[config.mk]
export PLATFORM = sky130hd
export DESIGN_NAME = muldiv_unit
export DESIGN_NICKNAME = d
export VERILOG_FILES = /design/src/rtl/muldiv_unit.sv
export SDC_FILE = /design/constraint.sdc
export NUM_CORES = 1
export LEC_CHECK = 0
export ABC_AREA = 1
export BUFFER_PORTS_ARGS = -buffer_cell sky130_fd_sc_hd__buf_2
export CELL_PAD_IN_SITES_DETAIL_PLACEMENT = 0
export CELL_PAD_IN_SITES_GLOBAL_PLACEMENT = 2
export CORE_AREA = 10 10 319 229
export CTS_BUF_LIST = sky130_fd_sc_hd__clkbuf_16
export DETAILED_ROUTE_END_ITERATION = 8
export DIE_AREA = 0 0 329 239
export PLACE_DENSITY_LB_ADDON = 0.1
export SYNTH_ARGS = -nofsm -noshare
export SYNTH_HDL_FRONTEND = slang
export SYNTH_SLANG_ARGS = --single-unit
[constraint.sdc]
create_clock -name clk -period 3.5 [get_ports clk]
set_clock_uncertainty 0.1 [all_clocks]
set_input_delay 0 -clock clk [delete_from_list [all_inputs] [get_ports clk]]
set_output_delay 0 -clock clk [all_outputs]
set_load 0.005 [all_outputs]
[src/rtl/muldiv_unit.sv]
// Iterative multiply/divide unit with architectural HI/LO registers.
// Shift-add multiply and restoring divide, one bit per cycle, signs applied in a final fix-up cycle.
module muldiv_unit #(
  parameter int unsigned WIDTH = 32
) (
  input  logic             clk,
  input  logic             rst,
  input  logic             start,
  input  logic [1:0]       op,
  input  logic [WIDTH-1:0] a,
  input  logic [WIDTH-1:0] b,
  input  logic             flush,
  input  logic             mt_hi,
  input  logic             mt_lo,
  input  logic [WIDTH-1:0] mt_data,
  output logic             busy,
  output logic             done,
  output logic             div_zero,
  output logic [WIDTH-1:0] hi,
  output logic [WIDTH-1:0] lo
);

  localparam int unsigned CNT_W = $clog2(WIDTH + 1);

  localparam logic [1:0] StIdle = 2'd0;
  localparam logic [1:0] StMul  = 2'd1;
  localparam logic [1:0] StDiv  = 2'd2;
  localparam logic [1:0] StFix  = 2'd3;

  logic [1:0]         state_q, state_d;
  logic [CNT_W-1:0]   cnt_q, cnt_d;
  // Multiply: {partial product, multiplier}. Divide: low half holds dividend/quotient.
  logic [2*WIDTH-1:0] acc_q, acc_d;
  logic [WIDTH-1:0]   rem_q, rem_d;
  logic [WIDTH-1:0]   mag_a_q, mag_a_d;
  logic [WIDTH-1:0]   mag_b_q, mag_b_d;
  logic               neg_a_q, neg_a_d;
  logic               neg_b_q, neg_b_d;
  logic               is_div_q, is_div_d;
  logic               b_zero_q, b_zero_d;
  logic [WIDTH-1:0]   hi_q, hi_d;
  logic [WIDTH-1:0]   lo_q, lo_d;
  logic               done_q, done_d;
  logic               div_zero_q, div_zero_d;

  logic               a_neg, b_neg;
  logic [WIDTH-1:0]   a_mag, b_mag;
  logic [WIDTH:0]     mul_sum;
  logic [WIDTH:0]     div_shift;
  logic               div_ge;
  logic [WIDTH-1:0]   div_diff;
  logic               res_neg;
  logic [2*WIDTH-1:0] prod_fix;
  logic [WIDTH-1:0]   quo_fix;
  logic [WIDTH-1:0]   rem_fix;
  logic [WIDTH-1:0]   raw_a;

  assign a_neg = ~op[0] & a[WIDTH-1];
  assign b_neg = ~op[0] & b[WIDTH-1];
  assign a_mag = a_neg ? -a : a;
  assign b_mag = b_neg ? -b : b;

  assign mul_sum = {1'b0, acc_q[2*WIDTH-1:WIDTH]} + {1'b0, (acc_q[0] ? mag_a_q : '0)};

  // Partial remainder is WIDTH+1 bits only transiently; the kept remainder is always < divisor.
  assign div_shift = {rem_q, acc_q[WIDTH-1]};
  assign div_ge    = div_shift >= {1'b0, mag_b_q};
  assign div_diff  = div_shift[WIDTH-1:0] - mag_b_q;

  assign res_neg  = neg_a_q ^ neg_b_q;
  assign prod_fix = res_neg ? -acc_q : acc_q;
  assign quo_fix  = res_neg ? -acc_q[WIDTH-1:0] : acc_q[WIDTH-1:0];
  assign rem_fix  = neg_a_q ? -rem_q : rem_q;
  // Re-negating the magnitude recovers the raw operand bit-exactly, MIN included.
  assign raw_a    = neg_a_q ? -mag_a_q : mag_a_q;

  always_comb begin
    state_d    = state_q;
    cnt_d      = cnt_q;
    acc_d      = acc_q;
    rem_d      = rem_q;
    mag_a_d    = mag_a_q;
    mag_b_d    = mag_b_q;
    neg_a_d    = neg_a_q;
    neg_b_d    = neg_b_q;
    is_div_d   = is_div_q;
    b_zero_d   = b_zero_q;
    hi_d       = hi_q;
    lo_d       = lo_q;
    done_d     = 1'b0;
    div_zero_d = div_zero_q;

    case (state_q)
      StIdle: begin
        if (mt_hi) hi_d = mt_data;
        if (mt_lo) lo_d = mt_data;
        if (start && !flush) begin
          mag_a_d    = a_mag;
          mag_b_d    = b_mag;
          neg_a_d    = a_neg;
          neg_b_d    = b_neg;
          is_div_d   = op[1];
          b_zero_d   = (b == '0);
          div_zero_d = 1'b0;
          cnt_d      = CNT_W'(WIDTH);
          rem_d      = '0;
          acc_d      = {{WIDTH{1'b0}}, (op[1] ? a_mag : b_mag)};
          state_d    = op[1] ? StDiv : StMul;
        end
      end

      StMul: begin
        if (flush) begin
          state_d = StIdle;
        end else begin
          acc_d = {mul_sum, acc_q[WIDTH-1:1]};
          cnt_d = cnt_q - 1'b1;
          if (cnt_q == CNT_W'(1)) state_d = StFix;
        end
      end

      StDiv: begin
        if (flush) begin
          state_d = StIdle;
        end else begin
          rem_d                = div_ge ? div_diff : div_shift[WIDTH-1:0];
          acc_d[WIDTH-1:0]     = {acc_q[WIDTH-2:0], div_ge};
          cnt_d                = cnt_q - 1'b1;
          if (cnt_q == CNT_W'(1)) state_d = StFix;
        end
      end

      StFix: begin
        state_d = StIdle;
        if (!flush) begin
          done_d = 1'b1;
          if (!is_div_q) begin
            hi_d = prod_fix[2*WIDTH-1:WIDTH];
            lo_d = prod_fix[WIDTH-1:0];
          end else if (b_zero_q) begin
            hi_d       = raw_a;
            lo_d       = '1;
            div_zero_d = 1'b1;
          end else begin
            hi_d = rem_fix;
            lo_d = quo_fix;
          end
        end
      end

      default: state_d = StIdle;
    endcase
  end

  always_ff @(posedge clk) begin
    if (rst) begin
      state_q    <= StIdle;
      cnt_q      <= '0;
      acc_q      <= '0;
      rem_q      <= '0;
      mag_a_q    <= '0;
      mag_b_q    <= '0;
      neg_a_q    <= 1'b0;
      neg_b_q    <= 1'b0;
      is_div_q   <= 1'b0;
      b_zero_q   <= 1'b0;
      hi_q       <= '0;
      lo_q       <= '0;
      done_q     <= 1'b0;
      div_zero_q <= 1'b0;
    end else begin
      state_q    <= state_d;
      cnt_q      <= cnt_d;
      acc_q      <= acc_d;
      rem_q      <= rem_d;
      mag_a_q    <= mag_a_d;
      mag_b_q    <= mag_b_d;
      neg_a_q    <= neg_a_d;
      neg_b_q    <= neg_b_d;
      is_div_q   <= is_div_d;
      b_zero_q   <= b_zero_d;
      hi_q       <= hi_d;
      lo_q       <= lo_d;
      done_q     <= done_d;
      div_zero_q <= div_zero_d;
    end
  end

  assign busy     = (state_q != StIdle);
  assign done     = done_q;
  assign div_zero = div_zero_q;
  assign hi       = hi_q;
  assign lo       = lo_q;

endmodule

* Word-level counts from Yosys, hierarchy flattened *
Index checks and enable logic that the tools add are counted.

word-level totals
  output and inout port bits = 67
  input port bits = 104
  logic and storage cells = 106
  register bits = 238

operators by class
  $add $sub $neg = 9
  multiplexer cells = 41
  bitwise logic cells = 5
  reduce and logical (&&, ||, !) cells = 21
  equality and inequality tests = 14
  order comparisons = 1

operators with widths
  cell                   number
  $mux W32               19
  $pmux W32 S2           4
  $mux W64               3
  $neg A32 Y32           5
  $pmux W32 S3           1
  $neg A64 Y64           1
  $add A32 B32 Y33       1
  $ge A33 B32 Y1         1
  $logic_not A32 Y1      1
  $sub A32 B32 Y32       1
  $ne A2 B2 Y1 const B   9
  $reduce_and A3 Y1      5
  $mux W6                2
  $pmux W6 S2            1
  $reduce_bool A2 Y1     5
  $mux W2                4
  $eq A6 B1 Y1 const B   1
  $pmux W2 S3            1
  $sub A6 B1 Y6 const B  1
  $mux W1                5
  $reduce_and A5 Y1      1
  $eq A2 B2 Y1 const B   2
  $reduce_and A2 Y1      2
  $reduce_and A4 Y1      1
  other kinds (11)       14

* Longest topological paths before layout *
Gate-level depths: netlist (run 1).

  depth after elaboration = 6
  gate-level depth with buffers = 20
  depth with buffers taken out = 18

* Least setup slack after synthesis (run 1) *
Ideal clock, no wire load.

  path type = register -> register
  start = register acc_q[0]
  end = register acc_q[63]
  data required time = 3.330 ns
  library setup time = 0.070 ns
  path buffers = 2
  arrival = 2.569 ns
  setup slack = 0.760 ns
  clock period less this slack = 2.740 ns
  stages on the path, launching flop included = 21
  cell sequence = dfxtp_1 > buf_2 > buf_1 > nand2_1 > inv_1 > ha_1 > inv_1 > fa_1 > inv_1 > nand3_1 > nand2_1 > nand2_1 > nand3_1 > inv_1 > o21ai_1 > nand3_1 > nand2_1 > nand2_1 > nand2_1 > nand2_1 > a21oi_1

between the ends
  cells in the longest elaborated chain, start to end = 4

ends and longest elaborated chain
  element                   line  source
  start: declaration        33    logic [2*WIDTH-1:0] acc_q, acc_d;
  start signal: assignment  159   acc_q <= '0;
  start signal: assignment  174   acc_q <= acc_d;
  $mux W32                  63    assign mul_sum = {1'b0, acc_q[2*WIDTH-1:WIDTH]} + {1'b0, (acc_q[0] ? mag_a_q : '0)};
  $add A32 B32 Y33          63
  $mux W64                  113   if (flush) begin
  $pmux W32 S2              93    case (state_q)

Every way passes these cells. The select of a mux whose other input is x is not followed.
A chain may end at the register's enable or synchronous reset.

* Final worst setup path (run 1) *
  start = register neg_a_q
  end = register lo_q[19], in the netlist lo[19]

between the ends
  cells in the longest elaborated chain, start to end = 6
  elaborated cells on any way between the ends = 7
  classes of those cells = mux (6); bitwise (1)

ends and longest elaborated chain
  element                   line  source
  start: declaration        37    logic neg_a_q, neg_a_d;
  start signal: assignment  178   neg_a_q <= neg_a_d;
  $xor A1 B1 Y1 *           70    assign res_neg = neg_a_q ^ neg_b_q;
  $mux W32                  72    assign quo_fix = res_neg ? -acc_q[WIDTH-1:0] : acc_q[WIDTH-1:0];
  $mux W32                  140   end else if (b_zero_q) begin
  $mux W32 *                137   if (!is_div_q) begin
  $mux W32 *                135   if (!flush) begin
  $pmux W32 S2 *            93
  end signal: assignment    183   lo_q <= lo_d;
  end: declaration          42    logic [WIDTH-1:0] lo_q, lo_d;

Every way passes the cells marked *; elsewhere a longest branch is shown, timed or not. The select of a mux whose other input is x is not followed.

==> results of run 1 <==
-- worst reg2reg max path: cells and delay by family (launching register included) --
kind	cells	cell delay, ns
AOI/OAI and AO/OA	4	0.72
and+or+nand+nor	3	0.67
DFF	1	0.53
buffers and inverters	2	1.16
-- timing repair --
item / 4_1_cts / 5_1_grt
hold endpoints to repair: 203 / 0
gates resized for setup: 0 / 1
hold buffers: 126 / 0
endpoints found under the setup margin: 0 / 3
-- metal layers --
layer / GRT usage [%] / wire [um]
met1: 40.9 / 54100
met2: 37.4 / 43600
met3: 6.83 / 10800
met4: 4.97 / 2100
met5: 0 / 0
-- flip-flops by register name, summed over array words and instances (netlist names), 2 cells and up --
signal / flops
cnt_q: 6
mag_a_q: 32
hi: 32
acc_q: 64
state_q: 2
mag_b_q: 32
lo: 32
rem_q: 32
-- stage by stage --
step	worst slack (ns)	hold WS [ns]	utilization (%)	cell area (um2)	cells
after floorplan	0.760	-0.00752	-	21200	3694
after global placement	0.330	0.223	34.3	23100	4673
after detailed placement	0.326	0.215	34.3	23100	4673
after CTS	0.313	0.0227	37.7	25400	4854
after global routing	0.123	0.0728	37.7	25400	4854
final	0.285	0.0722	37.8	25400	4857
-- cells in the final DEF, fill, tap and decap left out, types with 18 or more instances in the layout --
cell / n
nand4_1: 51
nor3_1: 34
o21ai_1: 19
clkbuf_16: 31
buf_2: 169
dfxtp_1: 237
dlygate4sd3_1: 126
nand2_1: 936
buf_4: 58
or2_2: 25
inv_1: 429
nand3_1: 357
nor2_1: 407
ha_1: 74
nand3b_1: 18
a21oi_1: 404
xor2_1: 54
xnor2_1: 25
o211ai_1: 38
o21ai_0: 272
-- power by group through the flow --
stage	Clock, W	Combinational, W	Sequential (W)
after floorplan	0	0.00599	0.00378
after global placement	0	0.00914	0.00397
after detailed placement	0	0.00912	0.00397
after CTS	0.00345	0.00934	0.00392
after global routing	0.00355	0.0105	0.00400
final	0.00338	0.00954	0.00394
-- cells by family after synthesis --
| family | synth area share (%) |
|---|---|
| simple gates | 37.5 |
| compound gates | 21.2 |
| buf+inv | 11.0 |
| flops | 22.4 |
| xor+xnor | 3.26 |
| fa+ha+maj | 4.61 |
-- worst max-delay path by stage --
stage / startpoint / end / slack, ns
2_1_floorplan: acc_q[0] / acc_q[63] / 0.76
3_3_place_gp: rem_q[19] / rem_q[25] / 0.33
3_5_place_dp: acc_q[31] / rem_q[26] / 0.33
4_1_cts: acc_q[31] / rem_q[26] / 0.31
5_1_grt: acc_q[31] / rem_q[30] / 0.12
6_report: neg_a_q / lo[19] / 0.29
-- cell type report --
cell class	count	area (um2)	share of cell area, %
antenna	3	7.51	0.0296
clock buffer	31	776	3.06
clock inverter	24	250	0.987
inverter	441	1660	6.53
multi-input combinational	2861	14200	55.8
sequential	238	4770	18.8
tap	902	1130	4.45
timing repair buffer	357	2610	10.3
==> out/qor.txt, run 1 <==
Wire per inst: 22.8 um
Largest net degree at the start of global routing: 163
Syn avg cell area: 5.75 um2
Die area: 0.0786 mm2
DP HPWL: 88.8 mm
Final setup vio count: 0
Worst rel slew slack: 25.4%
Final WL: 111 mm
Critical R2R Launch: neg_a_q
Worst Hold End: acc_q[31]
CP max FO: 61
R2R setup slack: 0.29 ns
PortBufs: 170
Comb pwr share: 56.6%
CTS clk-pin slew, worst paths: 0.06 ns
P_sw: 0.00878 W
Number of global-route vias before repair: 24300
Peak VDD IR: 914 uV
Reg power frac: 23.4%
All-Layer GR Usage: 27.0%
Final-layout fill cell count: 7470
Tcrit/Tclk final: 91.8%
Yosys cell types: 55
Hold path cells: 8
Final hold violation count: 0
Clk root buf: clkbuf_16
Grt ovf: 0
Most frequent CP cell: o21ai_0
Hold Startpoint: a[23]
Fraction of layout instances using a drive strength above 1: 9.21%
Worst path bufs/invs: 2
CTS tree: done
Post-synthesis register bit count: 238
DR iter-0 viols: 2944
Pleak: 12.5 nW
R2R cell count: 9
Max clock buf depth: 3
Top post-synthesis cells by count: nand2_1, inv_1, nor2_1
WP data arrival: 3.68 ns
DRC: 0
Worst hold path type: input port to flop
Worst path required time: 3.97 ns
Crit start category: flop
PD cells: 665 mW/mm2
CTS H-tree lvls: 1
Via count of the routed design: 26000
Unrepaired setup endpoints after global routing: no
First-pass DRT Iterations: 6
Core area: 0.0672 mm2
I/O Pins: 171
Area Overhead vs Synth: 19.4%
Max Cap Viol: 0
Syn. warnings: 0
Post-route ant nets: 0
Net count reported at finish: 4111
Setup bufs post-CTS: 0
Slowest Stage Delay on Critical Path: 0.58 ns
Total power: 0.0169 W
Initial Utilization: 31.6%
Top cells by area, synth: dfxtp_1, nand2_1, a21oi_1
Max-slew violation count: 0
Initial antenna violation count: 3
CTS buffer count: 31
Clk_lat worst skew: 0.63 ns
Critical path's slowest cell: buf_4
Top FF cell, synth: dfxtp_1
Worst Path Class, Setup: flop to flop
Die width: 329 um
GPL Wtd Cong: 0.958
Cell Rows: 80
Die span in y: 239 um
Clk pwr share: 20.1%
Async SR Flop Fraction: 0%
Int Pwr: 0.00809 W
Setup TNS Final: 0 ns
WP depth: 9
Post-layout min period: 3.21 ns
Status: completed
Critical path's top delay family: buffers and inverters
CTS Sinks: 238
Worst Tran Pin Value: 1.12 ns
Most frequent cell after synthesis: nand2_1
Post-synth EDFFs: 0
Sw frac: 52.1%
DR vias/cell: 5.34
Yosys top cell by area: dfxtp_1
Seq/Total Area, Yosys: 22.4%
Cell Area, Synth: 0.0212 mm2
Fmax: 311 MHz
Synth top area share: 22.4%
RR Endpoint: lo[19]
Syn Nets: 3875
Mapped Cells: 3694
Kind of end point of the critical path: flop
Global-route wire length before repair: 161 mm
Worst-path cell chain: or2_0, and2_2, buf_4, o21ai_0, or2_2, a31oi_1, o21ai_0, a21oi_1, dlygate4sd3_1
Power figures use the tool's default switching activity.
==> run 2: changes to the inputs <==
--- a/config.mk
+++ b/config.mk
@@ -9,10 +9,10 @@
 export BUFFER_PORTS_ARGS = -buffer_cell sky130_fd_sc_hd__buf_2
 export CELL_PAD_IN_SITES_DETAIL_PLACEMENT = 0
 export CELL_PAD_IN_SITES_GLOBAL_PLACEMENT = 2
-export CORE_AREA = 10 10 319 229
-export CTS_BUF_LIST = sky130_fd_sc_hd__clkbuf_16
+export CORE_AREA = 10 10 302 217
+export CTS_BUF_LIST = sky130_fd_sc_hd__clkbuf_8
 export DETAILED_ROUTE_END_ITERATION = 8
-export DIE_AREA = 0 0 329 239
+export DIE_AREA = 0 0 312 227
 export PLACE_DENSITY_LB_ADDON = 0.1
 export SYNTH_ARGS = -nofsm -noshare
 export SYNTH_HDL_FRONTEND = slang
==> constraint.sdc (replaced) <==
create_clock -name clk -period 4.18 [get_ports clk]
set_clock_uncertainty 0.1 [all_clocks]
set_input_delay 0 -clock clk [delete_from_list [all_inputs] [get_ports clk]]
set_output_delay 0 -clock clk [all_outputs]
set_load 0.005 [all_outputs]
==> run 2 against run 1 <==
Against the previous run:
- sequential share of layout area increased by 0.28 points
- worst setup slack better by 0.53 ns
- combinational power decreased by 18%
- clock power fell by 21%
- clock-buffer cell count rose by 30
- die area is 9.9% lower
- core utilization up 4.3 points
- final cell count down 1.9%
- sequential cell count did not move
- worst hold slack better by 0.0031 ns
- via count is 1.6% higher
- final area is 1.4% lower
- critical path type unchanged
==> out/qor.txt, run 2 (same netlist as run 1, synthesis figures left out) <==
Final hold violation count: 0
Tcrit/Tclk final: 80.6%
CTS H-tree lvls: 2
Net count reported at finish: 4098
First-pass DRT Iterations: 7
RR Endpoint: b_zero_q
Peak VDD IR: 734 uV
Setup TNS Final: 0 ns
Max clock buf depth: 3
Fraction of layout instances using a drive strength above 1: 9.13%
Hold path cells: 5
Hold Startpoint: op[0]
Max-slew violation count: 0
Worst path required time: 4.61 ns
Post-layout min period: 3.37 ns
Worst hold path type: input port to flop
Global-route wire length before repair: 156 mm
DR iter-0 viols: 3185
CTS Hold Bufs: 127
Max Cap Viol: 0
DR vias/cell: 5.54
Total power: 0.0138 W
PD cells: 552 mW/mm2
Die span in y: 227 um
Pleak: 12.4 nW
DP HPWL: 84.2 mm
Kind of end point of the critical path: flop
Status: completed
Worst rel slew slack: 15.4%
WP data arrival: 3.80 ns
PortBufs: 170
PostCTS Resize Cnt: 0
Clk_lat worst skew: 0.66 ns
All-Layer GR Usage: 28.8%
Critical R2R Launch: state_q[0]
R2R cell count: 10
I/O Pins: 171
Non-Filler Instances: 4763
CP max FO: 42
CTS buffer count: 46
Largest net degree at the start of global routing: 78
GPL Wtd Cong: 0.976
Setup bufs post-CTS: 0
Final setup vio count: 0
Crit start category: flop
CTS tree: done
Initial antenna violation count: 6
Initial Utilization: 35.7%
Pre-CTS WS: 0.968 ns
Worst Tran Pin Value: 1.27 ns
Unrepaired setup endpoints after global routing: no
Die area: 0.0708 mm2
Wire per inst: 22.4 um
Number of global-route vias before repair: 24100
Core area: 0.0595 mm2
Final setup margin: 0.812 ns
Hold Slack: 0.0752 ns
Clk root buf: clkbuf_8
Worst Hold End: mag_a_q[31]
Grt ovf: 0
Cell Rows: 75
Worst Path Class, Setup: flop to flop
Final WL: 107 mm
Commonest non-fill, non-tap cell in the layout: nand2_1
Register with the most flip-flops: acc_q
Max reg flops: 64
Most frequent cells in the layout: nand2_1, inv_1, nor2_1
CTS clk-pin slew, worst paths: 0.06 ns
Post-route ant nets: 0
DRC: 0
CTS Sinks: 238
Fmax: 297 MHz
Die width: 312 um
DP Cell Count: 4550
Via count of the routed design: 26400
Area Overhead vs Synth: 17.7%
R2R setup slack: 0.81 ns
## run 2: cell types whose count changed in the layout (fill, tap and decap cells not counted), sizes merged
cell / change
buf: -29
bufinv: -2
clkbuf: +30
clkinvlp: -5
diode: -2
dlygate4sd3: +1
inv: +7
## run 2: per-stage QoR
stage,area [um2],util [%]
final,25000,42.0
after global routing,25000,42.0
after CTS,25000,42.0
after detailed placement,22700,38.2
after global placement,22700,38.2
after floorplan,21200,-
## run 2: per-layer routing
layer / global-route usage (%) / share of wire (%) / vias to the layer above
met3: 5.41 / 9.5 / 133
met2: 40.2 / 39 / 1226
met5: 0 / 0.038 / -
met4: 5.62 / 1.8 / 6
met1: 44.5 / 49 / 12400
li1: - / - / 12600
## run 2: cell type report
class,instances,area (um2)
Clock inverter,24,179
Fill cell,6592,34500
Inverter,441,1660
Timing Repair Buffer,329,2380
Antenna cell,1,2.50
Multi-Input combinational cell,2861,14200
Tap cell,808,1010
Sequential cell,238,4770
Clock buffer,61,840
## run 2: worst max path at each step
stage          cells after the start        end       start  slack, ns
6_report                          10   b_zero_q  state_q[0]       0.81
5_1_grt                           10   b_zero_q  state_q[1]       0.61
4_1_cts                           10   b_zero_q  state_q[0]       0.86
3_5_place_dp                      12  acc_q[18]  state_q[0]       0.97
3_3_place_gp                      11  acc_q[18]  state_q[0]       1.00
2_1_floorplan                     20  acc_q[63]    acc_q[0]       1.44
## run 2: report_power, final
| group | total, W | switching [W] | internal, W |
|---|---|---|---|
| clock | 0.00266 | 0.00123 | 0.00144 |
| combinational | 0.00782 | 0.00553 | 0.00229 |
| sequential | 0.00333 | 0.000531 | 0.00280 |
| total | 0.0138 | 0.00728 | 0.00652 |
## run 2: worst max-delay path, cell delays in order (launching register included)
cell and delay (ns):
dfxtp_1 0.37, inv_1 0.09, ha_1 0.27, inv_1 0.28, nor2_4 0.15, inv_2 0.53
buf_4 0.51, nor2_1 0.07, nand4_1 0.17, a21oi_1 0.09, dlygate4sd3_1 0.56
